**src/rtl/rw_step_counter.sv**
```systemverilog
// rw_step_counter: parametrised step counter with wrap/saturate, overflow flag and terminal halt
module rw_step_counter #(
  parameter int WIDTH    = 8,
  parameter int STEP     = 1,
  parameter int SATURATE = 0,
  parameter int INIT     = 0
) (
  input  logic             clk,
  input  logic             rst,
  input  logic [2:0]       __in0,
  input  logic [WIDTH-1:0] __in1,
  output logic [WIDTH-1:0] __out0,
  output logic             __out1,
  output logic             __continue
);
  localparam logic [WIDTH-1:0] STEP_W = WIDTH'(STEP);
  localparam logic [WIDTH-1:0] INIT_W = WIDTH'(INIT);
  localparam logic             SAT    = SATURATE != 0;
  typedef enum logic {RUN, HALTED} state_t;
  state_t           state;
  logic [WIDTH-1:0] st;
  logic             ovf;
  logic [WIDTH:0]   sum;
  logic [WIDTH:0]   diff;
  logic             inc;
  logic             dec;
  logic             load;
  logic [WIDTH-1:0] nxt_st;
  logic             nxt_ovf;
  assign inc  = __in0 == 3'b001;
  assign dec  = __in0 == 3'b010;
  assign load = __in0 == 3'b011;
  // diff[WIDTH] is the borrow, i.e. st < STEP
  always_comb begin
    sum     = {1'b0, st} + {1'b0, STEP_W};
    diff    = {1'b0, st} - {1'b0, STEP_W};
    nxt_st  = inc  ? ((sum[WIDTH] && SAT) ? '1 : sum[WIDTH-1:0]) :
              dec  ? ((diff[WIDTH] && SAT) ? '0 : diff[WIDTH-1:0]) :
              load ? __in1 : st;
    nxt_ovf = (inc && sum[WIDTH]) || (dec && diff[WIDTH]);
  end
  always_ff @(posedge clk) begin
    if (rst) begin
      state <= RUN;
      st    <= INIT_W;
      ovf   <= 1'b0;
    end else if (state == RUN) begin
      st    <= nxt_st;
      ovf   <= nxt_ovf;
      state <= (__in0 == 3'b100) ? HALTED : RUN;
    end else begin
      ovf <= 1'b0;
    end
  end
  assign __out0     = st;
  assign __out1     = ovf;
  assign __continue = state == RUN;
endmodule

```
**config.mk**
```make
export PLATFORM = sky130hd
export DESIGN_NAME = rw_step_counter
export DESIGN_NICKNAME = d
export VERILOG_FILES = /design/src/rtl/rw_step_counter.sv
export SDC_FILE = /design/constraint.sdc
export NUM_CORES = 1
export LEC_CHECK = 0
export CELL_PAD_IN_SITES_DETAIL_PLACEMENT = 1
export CELL_PAD_IN_SITES_GLOBAL_PLACEMENT = 2
export CORE_UTILIZATION = 25
export DETAILED_ROUTE_END_ITERATION = 12
export GPL_ROUTABILITY_DRIVEN = 0
export PLACE_DENSITY_LB_ADDON = 0.3
export SLEW_MARGIN = 40
export SYNTH_ARGS = -nofsm -noshare
export SYNTH_HDL_FRONTEND = slang
export SYNTH_SLANG_ARGS = --single-unit
```
**constraint.sdc**
```tcl
create_clock -name clk -period 2.06 [get_ports clk]
set_input_delay 0.618 -clock clk [delete_from_list [all_inputs] [get_ports clk]]
set_output_delay 0.618 -clock clk [all_outputs]
set_load 0.02 [all_outputs]
```
==> results.yml <==
outcome:
  status: "completed"
grt:
  grt_pass1_wl_um: 4209
  grt_use_total_pct: 16.70
  overflow: 0
  grt_pass1_vias: 865
  antenna_found_initial: 0
  grt_max_degree: 11
floorplanning:
  std_cell_rows: 20
  ios: 23
  die_h_um: 58.46
  coreArea_sq_um: 3028
  initial_core_util_pct: 26.32
  die_x_um: 58.46
  fp.dieArea_sq_um: 3418
yosys:
  synthesis.instances: 107
  synth.distinct_cells: 39
  synthSimpleGateAreaFrac_pct: 32.18
  ys_ff_latch: 10
  synthAdderAreaFrac_pct: 3.140
  synth_edf_count: 0
  synth_commonest_cells: "16 x nor2_1, 10 x dfxtp_1, 9 x nand2_1"
  synth_top_cell_by_area: "dfxtp_1"
  synth_top_family_by_area: "simple AND/OR/NAND/NOR gates"
  ys_warn_count: 0
  synthArstFlopShare_pct: 0
  synth_compound_area_share_pct: 26.06
  synth_mux_area_share_pct: 1.256
  synth.net_count: 122
  synth_area_sq_um: 797.0
  yosys_most_used_dff: "dfxtp_1"
  syn_area_per_cell_sq_um: 7.449
  yosys-top-cells-area: "dfxtp_1 25%, nor2_1 7.5%, a21oi_1 5.0%"
  synth.most_common_cell: "nor2_1"
  synth-xor-area-share_pct: 4.396
  seq_area_frac_synth_pct: 25.12
  yosys.area.top_type_share_pct: 25.12
setup_path:
  worst-r2r-setup-slack_ps: 500
  worstPathRequired_ps: 1440
  rr_startpoint: "__out0[1]"
  critical_path_class: "register to output port"
  crit_chain: "clkdlybuf4s50_1"
  reg2reg_depth: 7
  cp_data_arrival_time_ps: 1380
  r2r-end: "__out0[6]"
  path_max_fanout: 6
  cpPeakStageDelay_ps: 650
  path_delay_family: "buffers and inverters"
  cp-start-kind: "register"
  worst-path-buf-inv: 1
  end_kind: "output port"
  slowest_stage: "clkdlybuf4s50_1"
job:
  drv_cap: 0
placement:
  pre_cts_ws_ps: -270.1
  dpl.hpwl_um: 1923
  portBuffers: 22
finish:
  regArea_sq_um: 203.9
  drive_above_1_share_pct: 17.27
  multi_input_area_sq_um: 534.3
  diodes: 0
  area.growth.synth_to_final_pct: 43.96
  nets: 156
  utilization_pct: 37.89
  fillers: 400
clocking:
  clk_path_buf_depth: 2
  post_cts_buffers: 0
  cts_buffers: 3
  cts.clk_slew.worst_paths_ps: 70
  cts-root-buf: "clkbuf_4"
  clk_latency_ps: 270
  cts_max_level: 1
  clock-sinks: 10
  tritoncts: "built"
timing:
  max_slew_margin_pct: 69.49
  period_needed_ps: 1994
  finalHoldViolations: 0
  post-route-period-util_pct: 96.78
  worstMarginPinSlew_ps: 456.2
  fmax_ghz: 0.5016
  finalMaxSlewViolations: 0
  rsz0062_at_grt: "false"
  hold_ws_ps: 531.2
  setup_slack_ps: 66.29
  setup_viol: 0
  finalClockSkew_ps: 0.7851
hold_path:
  min_path_type: "register to register"
  hold_end: "__out0[0]"
  hold_path_depth: 2
  hp-start: "__out0[0]"
power:
  ir_drop_mv: 0.2286
  p_leak_uw: 0.0004587
  totalPowerFinal_uw: 570.6
  powerDensity_nw_per_um2: 497.3
drt:
  wire_per_inst_um: 13.71
  firstDrtPassIters: 4
  vias_per_cell: 4.918
  antenna_left: 0
  drc: 0
  vias: 900
  drt_iter0_drc: 18
  wl_um: 2509
[cell type report]
cell class                 count  area share (%)
tap                           44           4.798
sequential                    10           17.78
multi-input combinational     88           46.56
timing repair buffer          34           27.59
inverter                       4           1.309
clock buffer                   3           1.963
[worst min-delay path, cell delays in order (launching register included)]
cell and delay, ps:
dfxtp_2 370, nand2_1 70, a21oi_1 50
[what timing repair did]
action                     in CTS  in global routing
gates resized for setup         3                  5
setup endpoints to repair       3                  8
gates cloned                    0                  0
hold buffers                    0                  0
pin swaps                       0                  0
[sequential cells by signal, indices dropped and copies added (netlist names)]
name	count
__out0	8
__out1	1
state	1
[layout by cell type, fill, tap and decap left out, types with 2 or more instances in the layout]
master	netlist	layout
nand2b_1	2	2
inv_1	4	4
nor3_1	4	4
nor2_1	16	16
a31oi_1	6	6
nand3b_1	2	2
nand3_1	4	4
ha_1	2	2
xnor2_1	4	4
clkbuf_4	0	3
o21ai_0	7	6
clkdlybuf4s50_1	0	18
a21oi_1	8	8
dfxtp_2	0	3
nand2_1	9	9
or3_1	2	2
dfxtp_1	10	7
o21ai_1	2	3
buf_4	1	12
dlymetal6s2s_1	0	3
[cells by family (layout without fill, tap and decap cells)]
logic type	count (synthesis)	in the layout
XOR/XNOR	4	4
AND/OR/NAND/NOR	48	48
multiplexers	1	1
buffers and inverters	9	41
flip-flops	10	10
adder cells (fa/ha/maj)	2	2
AO/OA/AOI/OAI	33	33
[worst max path at each step]
stage	startpoint	end	slack, ps	depth (start not counted)
after floorplan	__in0[2]	__out0[4]	420	5
after global placement	__in0[0]	__out0[3]	-220	6
after detailed placement	__in0[0]	__out0[3]	-270	6
after CTS	__in0[0]	__out0[3]	30	6
after global routing	__out0[7]	__out0[7]	5	1
final	__out0[7]	__out0[7]	70	1
[through the flow]
stage | setup TNS [ps] | instance area, sq um | instances
floorplan | 0 | 797.0 | 107
global placement | -1379 | 1115 | 180
detailed placement | -1716 | 1115 | 180
CTS | 0 | 1139 | 183
global route | 0 | 1147 | 183
finish | 0 | 1147 | 183
[where the power goes]
part / total [uW] / internal [uW] / switching [uW]
registers: 227 / 206 / 21.0
clock network: 141 / 67.7 / 73.4
logic: 203 / 104 / 98.5
total: 571 / 378 / 193
[metal layers]
metal  wire length [um]  up-vias  share of wire [%]  GRT usage, %
li1                   -      454                  -             -
met1               1162      421                 46         21.29
met2               1200       20                 48         27.59
met3                 96        5                3.8         1.978
met4                 49        0                2.0         8.844
met5                  0        -                  0             0
Note: power is estimated with default switching activity, not from simulation.
